[src/rtl/adma_dm_axi_aw.sv]
// rtl/adma_dm_axi_aw.sv - DMA data mover AXI write-address burst issuer
// Optional 4 KB burst splitting is enabled by defining ADMA_DM_AW_4KB_SPLIT_EN.
module adma_dm_axi_aw #(
  parameter int DMA_CHN_NUM    = 4,
  parameter int MST_ID_W       = 5,
  parameter int ADDR_W         = 32,
  parameter int ATX_DST_DATA_W = 256,
  parameter int ATX_MAX_BURST  = 256,
  parameter int BEAT_CNT_W     = 16,
  parameter int DMA_CHN_NUM_W  = (DMA_CHN_NUM > 1) ? $clog2(DMA_CHN_NUM) : 1
) (
  input  logic                            clk,
  input  logic                            rst_n,
  input  logic [DMA_CHN_NUM_W-1:0]        req_chn_id,
  input  logic [ADDR_W-1:0]               req_addr,
  input  logic [BEAT_CNT_W-1:0]           req_beats,
  input  logic                            req_vld,
  output logic                            req_rdy,
  output logic                            req_done,
  output logic [DMA_CHN_NUM_W-1:0]        req_done_chn_id,
  input  logic [DMA_CHN_NUM*MST_ID_W-1:0] chn_awid,
  output logic [DMA_CHN_NUM_W-1:0]        atx_chn_id,
  output logic [MST_ID_W-1:0]             atx_awid,
  output logic                            atx_vld,
  input  logic                            atx_rdy,
  output logic [DMA_CHN_NUM_W-1:0]        wtx_chn_id,
  output logic [7:0]                      wtx_len,
  output logic                            wtx_vld,
  input  logic                            wtx_rdy,
  output logic [MST_ID_W-1:0]             m_awid_o,
  output logic [ADDR_W-1:0]               m_awaddr_o,
  output logic [7:0]                      m_awlen_o,
  output logic [2:0]                      m_awsize_o,
  output logic [1:0]                      m_awburst_o,
  output logic                            m_awvalid_o,
  input  logic                            m_awready_i
);

  localparam int BEAT_BYTES = ATX_DST_DATA_W / 8;
  localparam int BEAT_SHIFT = $clog2(BEAT_BYTES);

  typedef enum logic [1:0] {ST_IDLE, ST_CALC, ST_ISSUE} state_t;

  state_t                   state;
  state_t                   state_nxt;
  logic [DMA_CHN_NUM_W-1:0] chn;
  logic [ADDR_W-1:0]        addr;
  logic [BEAT_CNT_W-1:0]    rem;
  logic [8:0]               beats;
  logic [8:0]               iss_beats;
  logic [MST_ID_W-1:0]      chn_id_sel;
  logic                     push;
  logic                     req_hs;
  logic                     aw_hs;
  logic                     last_burst;

  assign chn_id_sel = chn_awid[32'(chn)*MST_ID_W +: MST_ID_W];
  // The burst in flight is recovered from AWLEN rather than kept in a second register.
  assign iss_beats  = {1'b0, m_awlen_o} + 9'd1;
  assign last_burst = (rem == BEAT_CNT_W'(iss_beats));

`ifdef ADMA_DM_AW_4KB_SPLIT_EN
  logic [12:0] to4k;
  assign to4k = 13'((13'd4096 - {1'b0, addr[11:0]}) >> BEAT_SHIFT);
`endif

  always_comb begin
    beats = 9'(ATX_MAX_BURST);
    if (32'(rem) < 32'(ATX_MAX_BURST)) beats = 9'(rem);
`ifdef ADMA_DM_AW_4KB_SPLIT_EN
    if (32'(to4k) < 32'(beats)) beats = 9'(to4k);
`endif
  end

  always_ff @(posedge clk or negedge rst_n) begin
    if (!rst_n) state <= ST_IDLE;
    else        state <= state_nxt;
  end

  always_comb begin
    state_nxt   = state;
    req_rdy     = 1'b0;
    push        = 1'b0;
    m_awvalid_o = 1'b0;
    case (state)
      ST_IDLE: begin
        req_rdy = 1'b1;
        if (req_vld && (req_beats != '0)) state_nxt = ST_CALC;
      end
      ST_CALC: begin
        if (atx_rdy && wtx_rdy) begin
          push      = 1'b1;
          state_nxt = ST_ISSUE;
        end
      end
      ST_ISSUE: begin
        m_awvalid_o = 1'b1;
        if (m_awready_i) state_nxt = last_burst ? ST_IDLE : ST_CALC;
      end
      default: state_nxt = ST_IDLE;
    endcase
  end

  assign req_hs     = req_vld & req_rdy;
  assign aw_hs      = m_awvalid_o & m_awready_i;
  assign atx_vld    = push;
  assign wtx_vld    = push;
  assign atx_chn_id = chn;
  assign atx_awid   = chn_id_sel;
  assign wtx_chn_id = chn;
  assign wtx_len    = 8'(beats - 9'd1);

  always_ff @(posedge clk or negedge rst_n) begin
    if (!rst_n) begin
      chn             <= '0;
      addr            <= '0;
      rem             <= '0;
      req_done        <= 1'b0;
      req_done_chn_id <= '0;
      m_awid_o        <= '0;
      m_awaddr_o      <= '0;
      m_awlen_o       <= '0;
      m_awsize_o      <= '0;
      m_awburst_o     <= '0;
    end else begin
      req_done <= 1'b0;
      if (req_hs) begin
        chn  <= req_chn_id;
        addr <= req_addr & ~ADDR_W'(BEAT_BYTES - 1);
        rem  <= req_beats;
        // Zero-beat requests complete without touching the AXI side.
        if (req_beats == '0) begin
          req_done        <= 1'b1;
          req_done_chn_id <= req_chn_id;
        end
      end
      if (push) begin
        m_awaddr_o  <= addr;
        m_awlen_o   <= 8'(beats - 9'd1);
        m_awsize_o  <= 3'(BEAT_SHIFT);
        m_awburst_o <= 2'b01;
        m_awid_o    <= chn_id_sel;
      end
      if (aw_hs) begin
        addr <= addr + (ADDR_W'(iss_beats) << BEAT_SHIFT);
        rem  <= rem - BEAT_CNT_W'(iss_beats);
        if (last_burst) begin
          req_done        <= 1'b1;
          req_done_chn_id <= chn;
        end
      end
    end
  end

endmodule

[config.mk]
export PLATFORM = sky130hd
export DESIGN_NAME = adma_dm_axi_aw
export DESIGN_NICKNAME = d
export VERILOG_FILES = /design/src/rtl/adma_dm_axi_aw.sv
export SDC_FILE = /design/constraint.sdc
export NUM_CORES = 1
export LEC_CHECK = 0
export CORE_ASPECT_RATIO = 1.2
export CORE_MARGIN = 8
export CORE_UTILIZATION = 50
export CTS_BUF_LIST = sky130_fd_sc_hd__clkbuf_8
export CTS_CLUSTER_DIAMETER = 150
export DETAILED_ROUTE_END_ITERATION = 12
export PLACE_DENSITY = 0.83
export SYNTH_ARGS = -nofsm -noshare
export SYNTH_HDL_FRONTEND = slang
export SYNTH_SLANG_ARGS = --single-unit
export TNS_END_PERCENT = 20
[constraint.sdc]
create_clock -name clk -period 4 [get_ports clk]
set_input_delay 1.2 -clock clk [delete_from_list [all_inputs] [get_ports clk]]
set_output_delay 1.2 -clock clk [all_outputs]
set_load 0.01 [all_outputs]
Word level (Yosys, flattened, before mapping)
Index checks and enable logic that the tools add are counted.
{"block": "totals", "ff_bits": 102, "input_bits": 76, "out_inout_bits": 74}
{"block": "op_classes", "addsub": 4, "multipliers": 1, "magnitude_cmp": 1, "eq_ne": 6, "n_shift": 1, "mux": 22, "n_bitwise": 2, "reduce_logical": 7}
{"cell": "two-way mux 32 bit", "count": 2}
{"cell": "adder 32 x 14 -> 32 bit", "count": 1}
{"cell": "two-way mux 16 bit", "count": 2}
{"cell": "indexed part select 20 x 6 -> 5 bit", "count": 1}
{"cell": "== test 16 x 9 -> 1 bit", "count": 1}
{"cell": "logical NOT 16 bit", "count": 1}
{"cell": "< comparator 16 x 9 -> 1 bit, second input constant", "count": 1}
{"cell": "nonzero test 16 bit", "count": 1}
{"cell": "subtractor 16 x 9 -> 16 bit", "count": 1}
{"cell": "two-way mux 2 bit", "count": 7}
{"cell": "adder 8 x 1 -> 9 bit, second input constant", "count": 1}
{"cell": "two-way mux 1 bit", "count": 9}
{"cell": "two-way mux 8 bit", "count": 1}
{"cell": "subtractor 8 x 1 -> 8 bit, second input constant", "count": 1}
{"cell": "inequality test 2 bit, second input constant", "count": 3}
{"cell": "one-hot mux 2 bit (3 select lines)", "count": 1}
{"cell": "multiplier 2 x 3 -> 5 bit, second input constant", "count": 1}
{"cell": "AND reduction 3 bit", "count": 1}
{"cell": "AND 1 bit", "count": 2}
{"cell": "== test 2 x 1 -> 1 bit, second input constant", "count": 1}
{"cell": "== test 2 bit, second input constant", "count": 1}
{"cell": "logical AND 1 bit", "count": 2}
{"cell": "logical NOT 2 bit", "count": 1}
{"cell": "nonzero test 2 bit", "count": 1}

Longest topological paths before layout
{"block": "logic_depth", "ltp_word": 6, "ltp_mapped": 12, "ltp_nobuf": 12}

Least setup slack after synthesis
OpenSTA, ideal clock, no wires.
{"block": "synth_path", "kind": "reg2out", "startpoint": "register rem[11]", "endpoint": "output wtx_len[6]", "t_arrival_ns": 2.420, "required_time_ns": 2.800, "path_slack_ns": 0.380, "stages_incl_launch_ff": 9, "path_buffers": 1, "path_cell_list": "dfrtp_1 -> or4_4 -> or4_4 -> nor2_2 -> buf_4 -> nand2_1 -> ha_1 -> o31a_1 -> a31o_1"}
{"block": "synth_via", "elab_chain_cells": 3}
{"item": "from (decl)", "line_no": "48", "source": "logic [BEAT_CNT_W-1:0] rem;"}
{"item": "from (signal assigned)", "line_no": "130", "source": "rem <= req_beats;"}
{"item": "from (signal assigned)", "line_no": "146", "source": "rem <= rem - BEAT_CNT_W'(iss_beats);"}
{"item": "< comparator 16 x 9 -> 1 bit", "line_no": "69", "source": "if (32'(rem) < 32'(ATX_MAX_BURST)) beats = 9'(rem);"}
{"item": "two-way mux 8 bit", "line_no": "69"}
{"item": "subtractor 8 x 1 -> 8 bit", "line_no": "111", "source": "assign wtx_len = 8'(beats - 9'd1);"}
{"item": "to (decl)", "line_no": "27", "source": "output logic [7:0] wtx_len,"}
No other way between the ends.

Final worst setup path
Ends and elaborated chain as after synthesis.

==> results.cfg <==
[outcome]
outcome = finished with violations
violations = setup timing

[cts]
cts_buffers = 9
clkSinkCount = 91
clock_latency_ns = 0.37
cts_tree = done
clk_pin_slew_ns = 0.09
clock_path_buffers = 2
cts_max_level = 3
cts_root_buf = clkbuf_8

[yosys]
yosysUniqueCellTypes = 68
synth_fa_ha_area_share_pct = 5.57
synth-edff-count = 0
synth_area_leader_cell = dfrtp_1
synth-seq-cells = 91
synth_top_family_by_area = simple AND/OR/NAND/NOR gates
synth_xor_area_share_pct = 3.87
synth_mux_area_share_pct = 2.92
yosys_most_used_dff = dfrtp_1
synthCells = 623
yosys-top-cells-area = dfrtp_1 (42%), nand2_1 (11%), ha_1 (4.8%)
yosys.area_share.simple_pct = 23.5
async_flop_share_pct = 100
yosys.area.top_type_share_pct = 41.9
synth_compound_area_share_pct = 17.2
synth_area_um2 = 5440
yosysSeqAreaShare_pct = 41.9
syn_avg_cell_area_um2 = 8.73
synth-warning-count = 0

[finish]
final_cell_area_um2 = 7140
nets = 851
drive_gt1_share_pct = 7.00
syn_to_final_growth_pct = 31.3
antenna_cells = 0
final_core_util_pct = 67.5

[worst_hold_path]
holdCritStartpoint = m_awaddr_o[9]
hold_path.class = flop to flop

[place]
io_buffers = 137
dpl.hpwl_um = 12600
gp_congestion = 0.980
placed_area_um2 = 6900

[global_route]
grt_pass1_vias = 5460
grt_use_met3_pct = 4.96
grt_util_met2_pct = 39.1
antenna_found_initial = 0
grt_usage_pct = 22.5
grt_pass1_wl_um = 26800
met1_usage_pct = 26.9
grt-ovfl-total = 0
grt_max_degree = 51
top_usage_layer = met2

[drt]
routedWlPerCell_um = 18.7
drc_errors = 0
via_count = 5267
drt_wl_total_um = 16600
antenna_left = 0
via_per_inst = 5.94
dr.pass1.iters = 6
drt_iter0_drc = 337

[pwr]
total_power_mw = 5.88
switchingPower_mw = 2.64
p_seq_share_pct = 29.3
power.leakage_nw = 3.14
internal-power_mw = 3.24
vdd.ir_drop.worst_mv = 0.351
powerDensity_nw_per_um2 = 824
switching_share_pct = 44.9
clockPowerShare_pct = 11.3
power_frac_comb_pct = 59.3

[worst_setup_path]
cp_data_arrival_time_ns = 2.85
rrSetupSlack_ns = 0.83
crit_required_ns = 2.80
path_class = flop to output port
crit_path_end_kind = output port
critPathLaunchType = flop
cp-startpoint = rem[11]
regToRegStartpoint = m_awlen_o[0]
worstPathMaxFanout = 5

[floorplanning]
die_y_um = 130
core_area_um2 = 10600
ios = 150
die_area_um2 = 14500
row_count = 41
die_x_um = 111
initial_core_util_pct = 51.4

[sta]
final.period_utilization_pct = 101
slew_violations = 0
fin_tns_setup_ns = -0.0488
worstMarginPinSlew_ns = 0.824
rsz0062_at_grt = yes
hold_viol_final = 0
finalSetupViolations = 1
max_slew_margin_pct = 44.9
fin_ws_ns = -0.0488
fmax_mhz = 247
fin_skew_ns = 0.0107
finalCriticalPeriod_ns = 4.05
hold_ws_ns = 0.483

[job]
max_cap_violations = 0
-- worst paths after layout --
path / endpoint / cells after the start
max in group asynchronous: rem[3] / 2
worst min register to register: m_awaddr_o[9] / 2
min in group asynchronous: m_awaddr_o[11] / 1
worst min-delay path: m_awaddr_o[9] / 2
worst max-delay path: wtx_len[6] / 8
worst max register to register: addr[29] / 10
-- worst max-delay path, cell delays in order (launching register included) --
cell,delay [ns]
dfrtp_1,0.41
or4_4,0.56
or4_4,0.47
nor2_4,0.15
nand2_1,0.11
ha_4,0.21
o31a_1,0.10
a31o_1,0.20
dlygate4sd2_1,0.29
-- metal layers --
layer	part of all wire, %	wire [um]
met4	2.0	340
met2	51	8420
met3	6.4	1060
met1	41	6780
met5	0	0
-- state kept, by name, indices dropped and copies added, names as in the netlist --
name             flops
addr                27
atx_chn_id           2
m_awaddr_o          27
m_awburst_o          1
m_awid_o             5
m_awlen_o            8
rem                 16
req_done             1
req_done_chn_id      2
state                2
-- cell usage after synthesis, drive strengths merged, types with 6 or more instances --
master and instances:
o22ai 10, nand3 22, a21oi 23, buf 13, ha 21, o21ai 25, a22oi 14, xnor2 14
xor2 10, clkbuf 27, nor4 10, dfrtp 91, o211ai 9, nand4 7, and3 10, a31oi 10
nor2 34, a21o 6, o311ai 6, inv 19, nor3 11, nand2 154
-- cells by family after synthesis --
kind of cell,count (synthesis)
AO/OA/AOI/OAI,138
XOR/XNOR,24
adder cells (fa/ha/maj),23
buffers and inverters,59
flip-flops,91
multiplexers,9
other,1
AND/OR/NAND/NOR,278
-- power groups by stage --
stage          clock network [mW]  logic [mW]  registers (mW)
2_1_floorplan                   0        2.29            1.70
6_report                    0.667        3.49            1.72
3_5_place_dp                    0        3.46            1.73
4_1_cts                     0.676        3.49            1.72
5_1_grt                     0.710        3.85            1.79
3_3_place_gp                    0        3.36            1.71
-- stage by stage --
stage | instances | setup slack [ns]
global route | 886 | -0.150
global placement | 870 | 0.0185
detailed placement | 870 | -0.0139
floorplan | 629 | 0.380
CTS | 886 | -0.0932
finish | 886 | -0.0488
-- what timing repair did --
action	4_1_cts	5_1_grt
pin swaps	1	0
hold buffers	0	0
resized for setup	9	6
setup buffers	0	0
endpoints found under the setup margin	4	6
-- final cells by class --
type / instances / area (um^2)
multi-input combinational: 479 / 2940
clock inverter: 5 / 60.1
inverter: 19 / 71.3
timing repair buffer: 152 / 1480
sequential: 91 / 2280
fill: 874 / 3430
tap: 129 / 161
clock buffer: 11 / 151
-- layout by cell type (no fill, tap or decap), types with 16 or more instances in the layout --
cell	n
nand2_1	153
clkdlybuf4s50_1	130
dfrtp_1	91
nor2_1	33
a21oi_1	23
nand3_1	22
ha_1	20
o21ai_1	19
inv_1	17
buf_4	16
Power figures use the tool's default switching activity.
